File: config.mk
export PLATFORM = sky130hd
export DESIGN_NAME = program_loader
export DESIGN_NICKNAME = d
export VERILOG_FILES = /design/src/rtl/smallcpu_pkg.sv /design/src/rtl/program_loader.sv
export SDC_FILE = /design/constraint.sdc
export NUM_CORES = 1
export LEC_CHECK = 0
export ABC_AREA = 0
export BUFFER_PORTS_ARGS = -buffer_cell sky130_fd_sc_hd__buf_2
export CAP_MARGIN = 20
export CORE_MARGIN = 5
export CORE_UTILIZATION = 37
export CTS_CLUSTER_DIAMETER = 200
export DETAILED_ROUTE_END_ITERATION = 8
export HOLD_SLACK_MARGIN = 0.12
export PLACE_DENSITY = 0.52
export RECOVER_POWER = 100
export SYNTH_ARGS = -nofsm -noshare
export SYNTH_HDL_FRONTEND = slang
export SYNTH_SLANG_ARGS = --single-unit
export TNS_END_PERCENT = 50
File: constraint.sdc
create_clock -name clk -period 2.8 [get_ports clk]
set_input_delay 0.56 -clock clk [delete_from_list [all_inputs] [get_ports clk]]
set_output_delay 0.56 -clock clk [all_outputs]
set_load 0.05 [all_outputs]
File: src/rtl/smallcpu_pkg.sv
// Shared constants and the loader state encoding for the small cpu boot path.
package smallcpu_pkg;

   localparam int unsigned WORD_WIDTH     = 16;
   localparam int unsigned MEM_DEPTH      = 1024;
   localparam int unsigned LOAD_BASE_ADDR = 1;

   typedef enum logic [3:0] {
      StIdle,
      StLenH,
      StLenL,
      StDatH,
      StDatL,
      StWr,
      StChk,
      StDone,
      StErr
   } loader_state_e;

   // Largest program that fits between the load base and the top of memory.
   function automatic logic [15:0] max_len(input int unsigned depth, input int unsigned base);
      return 16'(depth - base);
   endfunction

endpackage

File: src/rtl/program_loader.sv
// Boot loader: packs a length-prefixed byte stream into instruction words and releases the cpu.
// Optional trailing XOR checksum byte is enabled by defining PROGRAM_LOADER_CHECKSUM_EN.
module program_loader
   import smallcpu_pkg::*;
#(
   parameter int unsigned N         = WORD_WIDTH,
   parameter int unsigned M         = MEM_DEPTH,
   parameter int unsigned LOAD_BASE = LOAD_BASE_ADDR
) (
   input  logic         clk,
   input  logic         rst,
   input  logic [7:0]   in_data,
   input  logic         in_valid,
   output logic         in_ready,
   output logic [N-1:0] mem_addr,
   output logic [N-1:0] mem_wdata,
   output logic         mem_we,
   output logic         done,
   output logic         error,
   output logic         cpu_run
);

   localparam logic [15:0] MaxLen = max_len(M, LOAD_BASE);

   loader_state_e state_q, state_d;
   logic [15:0]   len_q, len_d;
   logic [15:0]   idx_q, idx_d;
   logic [7:0]    hi_q, hi_d;
   logic [N-1:0]  addr_q, addr_d;
   logic [N-1:0]  wdata_q, wdata_d;
   logic          accept;
   logic [15:0]   len_full;
   logic [15:0]   idx_inc;

`ifdef PROGRAM_LOADER_CHECKSUM_EN
   logic [7:0]    csum_q, csum_d;
`endif

   always_comb begin
      unique case (state_q)
         StLenH, StLenL, StDatH, StDatL, StChk: in_ready = 1'b1;
         default:                               in_ready = 1'b0;
      endcase
   end

   assign accept    = in_valid & in_ready;
   assign len_full  = {len_q[15:8], in_data};
   assign idx_inc   = idx_q + 16'd1;

   assign mem_addr  = addr_q;
   assign mem_wdata = wdata_q;
   assign mem_we    = (state_q == StWr);
   assign done      = (state_q == StDone);
   assign error     = (state_q == StErr);
   assign cpu_run   = done;

   always_comb begin
      state_d = state_q;
      len_d   = len_q;
      idx_d   = idx_q;
      hi_d    = hi_q;
      addr_d  = addr_q;
      wdata_d = wdata_q;

      case (state_q)
         StIdle: state_d = StLenH;

         StLenH: begin
            if (accept) begin
               len_d[15:8] = in_data;
               state_d     = StLenL;
            end
         end

         StLenL: begin
            if (accept) begin
               len_d[7:0] = in_data;
               idx_d      = '0;
               if (len_full == 16'd0) begin
                  state_d = StDone;
               end else if (len_full > MaxLen) begin
                  state_d = StErr;
               end else begin
                  state_d = StDatH;
               end
            end
         end

         StDatH: begin
            if (accept) begin
               hi_d    = in_data;
               state_d = StDatL;
            end
         end

         StDatL: begin
            if (accept) begin
               wdata_d = N'({hi_q, in_data});
               addr_d  = N'(LOAD_BASE) + N'(idx_q);
               state_d = StWr;
            end
         end

         StWr: begin
            idx_d = idx_inc;
            if (idx_inc == len_q) begin
`ifdef PROGRAM_LOADER_CHECKSUM_EN
               state_d = StChk;
`else
               state_d = StDone;
`endif
            end else begin
               state_d = StDatH;
            end
         end

`ifdef PROGRAM_LOADER_CHECKSUM_EN
         StChk: begin
            if (accept) begin
               state_d = (in_data == csum_q) ? StDone : StErr;
            end
         end
`endif

         StDone: state_d = StDone;
         StErr:  state_d = StErr;
         default: state_d = StErr;
      endcase
   end

   always_ff @(posedge clk) begin
      if (rst) begin
         state_q <= StIdle;
         len_q   <= '0;
         idx_q   <= '0;
         hi_q    <= '0;
         addr_q  <= '0;
         wdata_q <= '0;
      end else begin
         state_q <= state_d;
         len_q   <= len_d;
         idx_q   <= idx_d;
         hi_q    <= hi_d;
         addr_q  <= addr_d;
         wdata_q <= wdata_d;
      end
   end

`ifdef PROGRAM_LOADER_CHECKSUM_EN
   // Running XOR of every accepted byte ahead of the checksum itself.
   always_comb begin
      csum_d = csum_q;
      if (accept && state_q != StChk) begin
         csum_d = csum_q ^ in_data;
      end
   end

   always_ff @(posedge clk) begin
      if (rst) begin
         csum_q <= '0;
      end else begin
         csum_q <= csum_d;
      end
   end
`endif

endmodule

**Yosys cells after proc, flatten, opt, wreduce, memory -nomap -nowiden**

Index checks and enable logic that the tools add are counted.

- Bits in registers: 76
- Latch bits: 0
- Memory bits (writable): 0
- Bits in read-only memories: 0
- Input port bits: 11
- Output and inout port bits: 37
- Logic and storage cells: 44
- Memories kept: 0

- $add $sub $neg: 1
- Multipliers: 0
- Divide/modulo/power cells: 0
- $lt $le $gt $ge: 1
- Equality and inequality tests: 13
- Shift-type cells: 0
- Muxes and demuxes: 11
- Bitwise gates (word level): 1
- Reductions and logical operators: 10

Operators with widths:

| operator | number |
|---|---|
| 16-bit one-hot mux with 2 select lines | 1 |
| 4-bit one-hot mux with 7 select lines | 1 |
| 4-bit two-way mux | 6 |
| 1-bit by 16-bit adder with 16-bit output, first input constant | 1 |
| 16-bit equality test | 1 |
| 4-bit by 3-bit equality test with 1-bit output, second input constant | 4 |
| 16-bit by 10-bit greater-than comparator with 1-bit output, second input constant | 1 |
| 16-bit logical NOT | 1 |
| 16-bit two-way mux | 1 |
| 2-bit AND reduction | 5 |
| 4-bit by 2-bit equality test with 1-bit output, second input constant | 2 |
| 2-bit != test, second input constant | 4 |
| 5-bit OR reduction | 1 |
| 4-bit by 1-bit equality test with 1-bit output, second input constant | 1 |
| 4-bit equality test, second input constant | 1 |
| 4-bit logical NOT | 1 |
| 4-bit AND reduction | 1 |
| 3-bit two-way mux | 1 |
| 2-bit nonzero test | 1 |
| 1-bit AND | 1 |
| 1-bit two-way mux | 1 |

**Longest topological paths before layout**

Gate-level depths: netlist of the first run.

- Depth after elaboration: 6
- Depth in mapped cells: 9
- Gate-level depth less buffers: 7

**Least setup slack after synthesis of the first run**

Ideal clock, no wire load.

- Kind: register to output
- Start point: register state_q[0]
- End point: output port in_ready
- Arrival: 1.995 ns
- Data required time: 2.240 ns
- Path slack: 0.245 ns
- Stages on the path, launching flop included: 5
- Path buffers: 2
- Cell sequence: dfxtp_1 -> buf_2 -> clkbuf_1 -> nor3_1 -> a211oi_1

- Cells in the longest elaborated chain, start to end: 3
- Elaborated cells on any way between the ends: 7
- Classes of those cells: 5 x eq/ne; 1 x mux; 1 x reduce/logical

RTL lines:

| element | RTL line | text |
|---|---|---|
| start, declared | program_loader.sv:25 | `loader_state_e state_q, state_d;` |
| start signal, assigned | program_loader.sv:133 | `state_q <= StIdle;` |
| start signal, assigned | program_loader.sv:140 | `state_q <= state_d;` |
| 4-bit by 3-bit equality test with 1-bit output (tied with other cells) | program_loader.sv:40 | `unique case (state_q)` |
| 5-bit OR reduction * | program_loader.sv:40 |  |
| 1-bit two-way mux * | program_loader.sv:40 |  |
| end, declared | program_loader.sv:14 | `output logic in_ready,` |

Mark *: on every way between the ends. The rest lies on a longest branch, timed or not.

**Worst setup path after layout of the first run**

- Start point: register state_q[0]
- End point: output port mem_we

- Cells in the longest elaborated chain, start to end: 1

RTL lines:

| element | RTL line | text |
|---|---|---|
| 4-bit by 3-bit equality test with 1-bit output | program_loader.sv:52 | `assign mem_we = (state_q == StWr);` |
| end, declared | program_loader.sv:17 | `output logic mem_we,` |

Every way passes these cells.

==> results of run 1 <==
sequential cells by signal, summed over array words and instances (netlist names):
signal,flops
idx_q,16
len_q,16
mem_addr,16
mem_wdata,16
hi_q,8
state_q,4
how the worst max path moves through the flow:
| stage | from | slack (ns) | endpoint |
|---|---|---|---|
| 6_report | state_q[0] | 0.20 | mem_we |
| 3_3_place_gp | state_q[0] | 0.57 | mem_we |
| 3_5_place_dp | idx_q[0] | 0.48 | state_q[2] |
| 4_1_cts | state_q[0] | 0.16 | mem_we |
| 5_1_grt | state_q[0] | 0.04 | mem_we |
| 2_1_floorplan | state_q[0] | 0.24 | in_ready |
area by class of cell:
class,instances,area (um^2)
timing repair buffer,53,226.5
sequential,76,1521
clock inverter,7,103.9
fill,1050,5578
tap,133,166.4
clock buffer,9,123.9
inverter,2,7.507
multi-input combinational,324,1912
worst register-to-register path, delay by kind of cell, from the launching register on:
family / cells / cell delay [ns]
and+or+nand+nor: 4 / 0.90
buffers and inverters: 1 / 0.25
DFF: 1 / 0.44
AOI/OAI and AO/OA: 2 / 0.49
adders and majority gates: 1 / 0.26
logic make-up after synthesis:
kind of cell,Yosys count
XOR/XNOR,26
AND/OR/NAND/NOR,189
flip-flops,76
AO/OA/AOI/OAI,82
buffers and inverters,36
multiplexers,26
adder cells (fa/ha/maj),1
power by group through the flow:
stage | combinational (mW) | sequential, mW | clock [mW]
CTS | 0.175 | 1.13 | 0.995
floorplan | 0.132 | 1.14 | 0
detailed placement | 0.174 | 1.15 | 0
finish | 0.170 | 1.13 | 0.966
global placement | 0.174 | 1.15 | 0
global route | 0.189 | 1.13 | 1.05
synth_stat cells, types with 5 or more instances:
cell and number:
a211oi_1 18, nor2_1 76, xnor2_1 14, xor2_1 11, dfxtp_1 76, and4_1 5, mux2i_1 24, clkbuf_1 21
nand2_1 53, buf_2 9, nand4_1 5, nor3_1 6, o21ai_0 15, nand3b_1 5, nand3_1 6, nor4_1 5
a21oi_1 31
metrics by stage:
stage / hold WS [ns] / power [mW] / utilization (%) / instances / setup slack (ns)
CTS: 0.4570 / 2.298 / 42.89 / 604 / 0.1564
detailed placement: 0.4430 / 1.328 / 40.52 / 588 / 0.4775
floorplan: 0.4312 / 1.276 / - / 436 / 0.2449
global placement: 0.4412 / 1.327 / 40.52 / 588 / 0.5715
finish: 0.4544 / 2.264 / 42.13 / 604 / 0.1982
global route: 0.4702 / 2.366 / 42.13 / 604 / 0.03719
routing by layer:
layer	vias to the layer above	part of all wire, %	global-route usage (%)
li1	1586	-	-
met2	46	45	24.54
met4	0	1.3	5.410
met1	1396	50	22.69
met3	11	3.2	2.960
met5	-	0	0
==> metrics.yaml, run 1 <==
comb_power_share_pct: 7.5
cp.arrival_ns: 2.04
io_buffers: 47
r2r_cells: 8
insertion_delay_ns: 0.35
cap_viol_max_count: 0
design.portCount: 48
synth_area_leaders: "dfxtp_1 42%, nor2_1 7.9%, mux2i_1 6.7%"
antennaDiodeCount: 0
cts_buffer_depth: 2
die_h_um: 108.6
drtIter0Drc: 127
start_kind: "register"
yosys.area_share.simple_pct: 24.86
slew_headroom_pct: 40.83
status: "complete, no violations"
crit_chain: "inv_1, or3_1, inv_2, buf_2"
grt_start_max_net_pins: 74
finalCriticalPeriod_ns: 2.602
criticalPathCategory: "reg2out"
critPathRequiredTime_ns: 2.24
nets: 478
synth-seq-area-share_pct: 42.28
cts-buffers-inserted: 9
leakage_nw: 1.369
reg2reg_from: "idx_q[0]"
die_x_um: 108.6
grt_pass1_vias: 2846
path_buf_inv: 3
gp_congestion: 0.8575
netlist_instances: 436
drt-total-wl_um: 8988
fmax_mhz: 384.4
fin_area_um2: 4061
synthXorXnorAreaFrac_pct: 6.745
placed_cell_area_um2: 3906
ys.flop_type: "dfxtp_1"
switching_share_pct: 26.00
hp-class: "reg2reg"
syn_nets: 448
cts_sinks: 76
track_usage_pct: 16.03
synth_compound_area_share_pct: 14.08
skew_ns: 0.007932
slowest_stage: "dfxtp_1"
peakVddDrop_mv: 0.2335
drive_gt1_share_pct: 8.493
avgSynthCellArea_um2: 8.253
htreeDepth: 3
slowest_delay_ns: 0.63
r2r_slack_ns: 0.37
post-cts-setup-buffer-count: 0
holdPathStages: 2
muxShareOfSynthArea_pct: 7.302
area_delta_synth_final_pct: 12.87
die_area_um2: 11800
fin_crit_sh_pct: 92.92
root_buffer: "clkbuf_8"
core_um2: 9639
cp_top_family: "buffers and inverters"
final_common_cell: "nor2_1"
final_cell_mix: "77 x nor2_1, 76 x dfxtp_1, 53 x nand2_1, 37 x clkbuf_1, 31 x a21oi_1"
rsz0062_at_grt: "no"
synthAdderAreaFrac_pct: 0.3477
async_reset_ff_share_pct: 0
synth_cell_types: 50
finalHoldViolations: 0
synth_edf_count: 0
setup_viol: 0
path_max_fanout: 16
synth_top_area_share_pct: 42.28
hpwl_um: 6161
initial_core_util_pct: 37.33
first_pass_iters: 4
ctsResizeCount: 0
end_kind: "output port"
worstReg2RegEnd: "state_q[2]"
cts_tree: "done"
synth_top_area_cell: "dfxtp_1"
rows: 36
yosysWarnings: 0
syn-cell-area_um2: 3598
drc_errors: 0
p_int_mw: 1.676
gr-total-overflow: 0
clkPwrFrac_pct: 42.7
synth_seq_cells: 76
finalSetupTns_ns: 0
hp-start: "hi_q[3]"
cts_hold_buf: 0
power.density_nw_per_um2: 557.6
wl_per_cell_um: 14.88
final_max_slew_viol_count: 0
num_vias: 3039
viasPerCell: 5.031
synth_top_family_by_area: "simple AND/OR/NAND/NOR gates"
grt_pass1_wl_um: 14900
min_to: "mem_wdata[11]"
path_depth: 4
tightest_slew_ns: 0.8843
antenna_found_initial: 0
p_sw_uw: 588.7
path_clk_slew_ns: 0.09
p_seq_share_pct: 49.8
ant_nets: 0
No activity file was read; power rests on OpenSTA's default activity.
==> run 2, diff against run 1 <==
--- a/config.mk
+++ b/config.mk
@@ -6,14 +6,15 @@
 export NUM_CORES = 1
 export LEC_CHECK = 0
 export ABC_AREA = 0
-export BUFFER_PORTS_ARGS = -buffer_cell sky130_fd_sc_hd__buf_2
+export BUFFER_PORTS_ARGS = -buffer_cell sky130_fd_sc_hd__buf_4
 export CAP_MARGIN = 20
+export CORE_ASPECT_RATIO = 1.5
 export CORE_MARGIN = 5
-export CORE_UTILIZATION = 37
+export CORE_UTILIZATION = 57
 export CTS_CLUSTER_DIAMETER = 200
 export DETAILED_ROUTE_END_ITERATION = 8
 export HOLD_SLACK_MARGIN = 0.12
-export PLACE_DENSITY = 0.52
+export PLACE_DENSITY = 0.76
 export RECOVER_POWER = 100
 export SYNTH_ARGS = -nofsm -noshare
 export SYNTH_HDL_FRONTEND = slang
==> run 2 against run 1 <==
  * Count of clock-buffer cells in the layout is the same
  * Cell count is 10% lower
  * Setup slack gained 0.0010 ns
  * Highest routed layer unchanged
  * Design area is 1.4% lower
  * Sequential share of layout area grew 0.51 points
  * Via count rose by 3.2%
  * Core utilization rose by 23 points
  * Clock skew grew 0.0051 ns
  * Flip-flop and latch count stayed put
  * Global-route usage grew 6.2 points
  * Sequential power about the same
  * Largest power group unchanged
  * Maximum frequency about the same
==> metrics.yaml, run 2 (synthesis results as in run 1) <==
status: "complete, no violations"  # unchanged
crit_chain: "inv_1, or3_1, inv_2, clkbuf_2"  # was inv_1, or3_1, inv_2, buf_2
seqCellArea_um2: 1521  # unchanged
finalSetupTns_ns: 0  # unchanged
antenna_found_initial: 0  # unchanged
drc_errors: 0  # unchanged
htreeDepth: 3  # unchanged
cts_tree: "done"  # unchanged
design.portCount: 48  # unchanged
post-cts-setup-buffer-count: 0  # unchanged
cts-buffers-inserted: 9  # unchanged
holdWs_ns: 0.4507  # was 0.4544 ns
slowest_stage: "dfxtp_1"  # unchanged
grt_pass1_vias: 2925  # was 2846
criticalPathCategory: "reg2out"  # unchanged
wl_per_cell_um: 15.50  # was 14.88 um
io_buffers: 47  # unchanged
setup_viol: 0  # unchanged
ctsResizeCount: 0  # unchanged
path_max_fanout: 16  # unchanged
initial_core_util_pct: 58.69  # was 37.33%
root_buffer: "clkbuf_8"  # unchanged
fin_util_pct: 65.35  # was 42.13%
nets: 476  # was 478
skew_ns: 0.01299  # was 0.007932 ns
first_pass_iters: 5  # was 4
leakage_nw: 1.365  # was 1.369 nW
rows: 35  # was 36
gp_congestion: 0.8856  # was 0.8575
hpwl_um: 5836  # was 6161 um
die_area_um2: 8035  # was 11800 um^2
drtIter0Drc: 211  # was 127
ant_nets: 0  # unchanged
fin_crit_sh_pct: 92.89  # was 92.92%
cts_hold_buf: 0  # unchanged
insertion_delay_ns: 0.37  # was 0.35 ns
finalCriticalPeriod_ns: 2.601  # was 2.602 ns
area_delta_synth_final_pct: 11.34  # was 12.87%
start_kind: "register"  # unchanged
num_vias: 3136  # was 3039
slew_headroom_pct: 39.86  # was 40.83%
rsz0062_at_grt: "no"  # unchanged
fmax_mhz: 384.5  # was 384.4 MHz
drive_gt1_share_pct: 8.316  # was 8.493%
path_clk_slew_ns: 0.08  # was 0.09 ns
cp.arrival_ns: 2.04  # about the same
grt_pass1_wl_um: 13810  # was 14900 um
cts_sinks: 76  # unchanged
final_cell_mix: "77 x nor2_1, 76 x dfxtp_1, 53 x nand2_1, 37 x clkbuf_1, 31 x a21oi_1"  # unchanged
final_max_slew_viol_count: 0  # unchanged
hp-class: "reg2reg"  # unchanged
critPathRequiredTime_ns: 2.24  # about the same
core_um2: 6131  # was 9639 um^2
power.density_nw_per_um2: 569.1  # was 557.6 nW/um^2
cap_viol_max_count: 0  # unchanged
tightest_slew_ns: 0.9021  # was 0.8843 ns
drt-total-wl_um: 8414  # was 8988 um
gr-total-overflow: 0  # unchanged
grt_start_max_net_pins: 74  # unchanged
viasPerCell: 5.775  # was 5.031
slowest_delay_ns: 0.64  # was 0.63 ns
cts_buffer_depth: 2  # unchanged
end_kind: "output port"  # unchanged
antennaDiodeCount: 0  # unchanged
placed_cell_area_um2: 3935  # was 3906 um^2
total_power_mw: 2.280  # was 2.264 mW
peakVddDrop_mv: 0.3850  # was 0.2335 mV
final_common_cell: "nor2_1"  # unchanged
die_h_um: 107.3  # was 108.6 um
finalHoldViolations: 0  # unchanged
die_x_um: 74.88  # was 108.6 um
track_usage_pct: 22.21  # was 16.03%
multi_input_area_um2: 1917  # was 1912 um^2
fillers: 545  # was 1050
fin_area_um2: 4006  # was 4061 um^2
[run 2: cell types whose count changed in the layout (fill, tap and decap cells not counted)]
cell        before  now
buf_2           11    0
and2_0           0    1
clkinv_4         1    0
clkinvlp_4       0    1
nand3_1          7    6
inv_6            4    3
inv_8            0    1
buf_4            3   12
and2_1           2    1
nand3_2          0    1
[run 2: final timing paths]
path              startpoint      endpoint  slack (ns)  depth (start not counted)
hold reg to reg      hi_q[1]  mem_wdata[9]        0.45                          2
setup / recovery  state_q[0]        mem_we        0.20                          4
setup reg to reg    idx_q[0]    state_q[2]        0.34                          7
hold / removal       hi_q[1]  mem_wdata[9]        0.45                          2
[run 2: through the flow]
step / setup slack [ns] / cells
floorplan: 0.2449 / 436
global placement: 0.4566 / 527
detailed placement: 0.3930 / 527
CTS: 0.2364 / 543
global route: 0.06441 / 543
finish: 0.1992 / 543
[run 2: cell type report]
class                   instances  share of cell area (%)
multi-input cells             324                   47.85
flip-flops and latches         76                   37.98
repair buffers                 51                   5.965
clock buffers                   9                   3.092
clock inverters                 7                   2.623
well taps                      74                   2.311
inverters                       2                  0.1874
[run 2: worst max-delay path, delay by kind of cell (launching register included)]
kind	cells	cell delay [ns]
DFF	1	0.64
buffers and inverters	3	0.64
and+or+nand+nor	1	0.41
[run 2: layer usage]
layer  part of all wire, %  global-route usage [%]  vias to the layer above  wire length (um)
met4                   2.4                   11.20                        0               200
met2                    51                   37.59                       94              4253
li1                      -                       -                     1570                 -
met1                    41                   26.28                     1456              3452
met3                   6.0                   3.551                       16               507
met5                     0                       0                        -                 0
[run 2: report_power, final]
part | internal, mW | switching, mW | leakage [nW]
clock network | 0.517 | 0.463 | 0.113
logic | 0.0646 | 0.108 | 0.638
registers | 1.10 | 0.0287 | 0.613
total | 1.68 | 0.599 | 1.36
==> run 3, diff against run 2 <==
--- a/config.mk
+++ b/config.mk
@@ -6,7 +6,7 @@
 export NUM_CORES = 1
 export LEC_CHECK = 0
 export ABC_AREA = 0
-export BUFFER_PORTS_ARGS = -buffer_cell sky130_fd_sc_hd__buf_4
+export BUFFER_PORTS_ARGS = -buffer_cell sky130_fd_sc_hd__buf_2
 export CAP_MARGIN = 20
 export CORE_ASPECT_RATIO = 1.5
 export CORE_MARGIN = 5
==> run 3 against run 2 <==
  * Core utilization is 0.63 points lower
  * Worst hold slack better by 0.0086 ns
  * Maximum frequency shrank 0.66%
  * Design area fell by 0.97%
  * Critical path depth is the same
  * Sequential power is essentially flat
  * Clock skew is 0.0066 ns lower
  * Sequential share of layout area grew 0.37 points
  * Global-route usage rose by 0.052 points
  * Non-clock buffer count is 1 higher
  * Register-to-register slack gained 0.03 ns
  * Combinational power hardly changed
  * Critical endpoint unchanged
  * Highest routed layer unchanged
==> metrics.yaml, run 3 (synthesis results as in run 1) <==
status: "complete, no violations"  # unchanged
viasPerCell: 5.700  # was 5.775
slew_headroom_pct: 39.31  # was 39.86%
rows: 35  # unchanged
grt_pass1_vias: 3045  # was 2925
cts_hold_buf: 0  # unchanged
worstReg2RegEnd: "state_q[2]"  # unchanged
ctsResizeCount: 0  # unchanged
grt_pass1_wl_um: 13990  # was 13810 um
io_buffers: 47  # unchanged
setup_viol: 0  # unchanged
fin_util_pct: 64.71  # was 65.35%
drt-total-wl_um: 8307  # was 8414 um
hpwl_um: 5918  # was 5836 um
die_area_um2: 8035  # unchanged
num_vias: 3101  # was 3136
rsz0062_at_grt: "no"  # unchanged
final_max_slew_viol_count: 0  # unchanged
gr-total-overflow: 0  # unchanged
core_um2: 6131  # unchanged
p_seq_share_pct: 51.9  # was 49.5%
design.portCount: 48  # unchanged
place_ws_ns: 0.5321  # was 0.3930 ns
cts_buffer_depth: 2  # unchanged
die_h_um: 107.3  # unchanged
skew_ns: 0.006408  # was 0.01299 ns
hp-start: "mem_wdata[13]"  # was hi_q[1]
p_int_mw: 1.586  # was 1.681 mW
switching_share_pct: 27.05  # was 26.28%
p_sw_uw: 588.1  # was 599.2 uW
leakage_nw: 1.351  # was 1.365 nW
cts_sinks: 76  # unchanged
r2r_cells: 7  # unchanged
root_buffer: "clkbuf_8"  # unchanged
critPathRequiredTime_ns: 2.24  # about the same
drc_errors: 0  # unchanged
criticalPathCategory: "reg2out"  # unchanged
finalHoldViolations: 0  # unchanged
start_kind: "register"  # unchanged
r2r_slack_ns: 0.37  # was 0.34 ns
cts-buffers-inserted: 9  # unchanged
fin_ws_ns: 0.1819  # was 0.1992 ns
wl_per_cell_um: 15.27  # was 15.50 um
hp-class: "reg2reg"  # unchanged
min_to: "mem_wdata[13]"  # was mem_wdata[9]
finalSetupTns_ns: 0  # unchanged
path_max_fanout: 16  # unchanged
nets: 477  # was 476
die_x_um: 74.88  # unchanged
clkPwrFrac_pct: 40.3  # was 43.0%
path_clk_slew_ns: 0.09  # was 0.08 ns
fillers: 578  # was 545
cp.arrival_ns: 2.06  # was 2.04 ns
power.density_nw_per_um2: 548.0  # was 569.1 nW/um^2
peakVddDrop_mv: 0.5167  # was 0.3850 mV
finalCriticalPeriod_ns: 2.618  # was 2.601 ns
drive_gt1_share_pct: 8.511  # was 8.316%
insertion_delay_ns: 0.36  # was 0.37 ns
initial_core_util_pct: 58.69  # unchanged
antenna_found_initial: 0  # unchanged
cts_tree: "done"  # unchanged
track_usage_pct: 22.26  # was 22.21%
gp_congestion: 0.9165  # was 0.8856
reg2reg_from: "idx_q[0]"  # unchanged
first_pass_iters: 5  # unchanged
final_common_cell: "nor2_1"  # unchanged
fin_crit_sh_pct: 93.50  # was 92.89%
comb_power_share_pct: 7.8  # was 7.6%
end_kind: "output port"  # unchanged
grt_start_max_net_pins: 74  # unchanged
final_cell_mix: "77 x nor2_1, 76 x dfxtp_1, 53 x nand2_1, 37 x clkbuf_1, 31 x a21oi_1"  # unchanged
htreeDepth: 3  # unchanged
antennaDiodeCount: 0  # unchanged
total_power_mw: 2.174  # was 2.280 mW
area_delta_synth_final_pct: 10.26  # was 11.34%
fmax_mhz: 382.0  # was 384.5 MHz
cap_viol_max_count: 0  # unchanged
holdPathStages: 2  # unchanged
tightest_slew_ns: 0.9070  # was 0.9021 ns
ant_nets: 0  # unchanged
post-cts-setup-buffer-count: 0  # unchanged
drtIter0Drc: 175  # was 211
## run 3: changes by cell type in the layout (fill, tap and decap cells not counted), sizes merged
cell	previous run	this run
clkinv	0	2
buf	12	13
bufinv	2	1
inv	6	5
## run 3: final cells by class
cell class / instances / area [um^2] / share of cell area (%)
Sequential cell: 76 / 1521 / 38.35
Timing Repair Buffer: 52 / 221.5 / 5.582
Clock buffer: 9 / 123.9 / 3.122
Multi-Input combinational cell: 324 / 1917 / 48.31
Clock inverter: 7 / 83.83 / 2.113
Tap cell: 74 / 92.59 / 2.334
Inverter: 2 / 7.507 / 0.1892
## run 3: how the worst max path moves through the flow
stage               start    endpoint  slack [ns]  depth (start not counted)
2_1_floorplan  state_q[0]    in_ready        0.24                          4
3_3_place_gp     idx_q[0]  state_q[2]        0.59                          7
3_5_place_dp     idx_q[0]  state_q[2]        0.53                          7
4_1_cts        state_q[0]      mem_we        0.19                          4
5_1_grt        state_q[0]      mem_we        0.06                          4
6_report       state_q[0]      mem_we        0.18                          4
## run 3: power groups by stage
stage / sequential [mW] / combinational, mW / clock (mW)
2_1_floorplan: 1.14 / 0.132 / 0
3_3_place_gp: 1.15 / 0.168 / 0
3_5_place_dp: 1.15 / 0.171 / 0
4_1_cts: 1.13 / 0.173 / 0.890
5_1_grt: 1.13 / 0.187 / 0.949
6_report: 1.13 / 0.170 / 0.877
## run 3: critical path, stage by stage (launching register included)
cell	delay (ns)
dfxtp_1	0.64
inv_1	0.11
or3_1	0.41
inv_2	0.21
clkbuf_2	0.33
## run 3: per-stage QoR
stage | hold slack (ns) | std cells | cell area (um^2)
2_1_floorplan | 0.4312 | 436 | 3598
5_1_grt | 0.4864 | 544 | 3968
6_report | 0.4593 | 544 | 3968
3_3_place_gp | 0.4388 | 528 | 3825
3_5_place_dp | 0.4458 | 528 | 3825
4_1_cts | 0.4599 | 544 | 4033
## run 3: metal layers
| metal | GRT usage (%) | share of wire [%] | vias to the layer above |
|---|---|---|---|
| li1 | - | - | 1573 |
| met1 | 26.55 | 42 | 1429 |
| met2 | 37.84 | 51 | 83 |
| met3 | 3.458 | 4.4 | 16 |
| met4 | 10.56 | 2.5 | 0 |
| met5 | 0 | 0 | - |
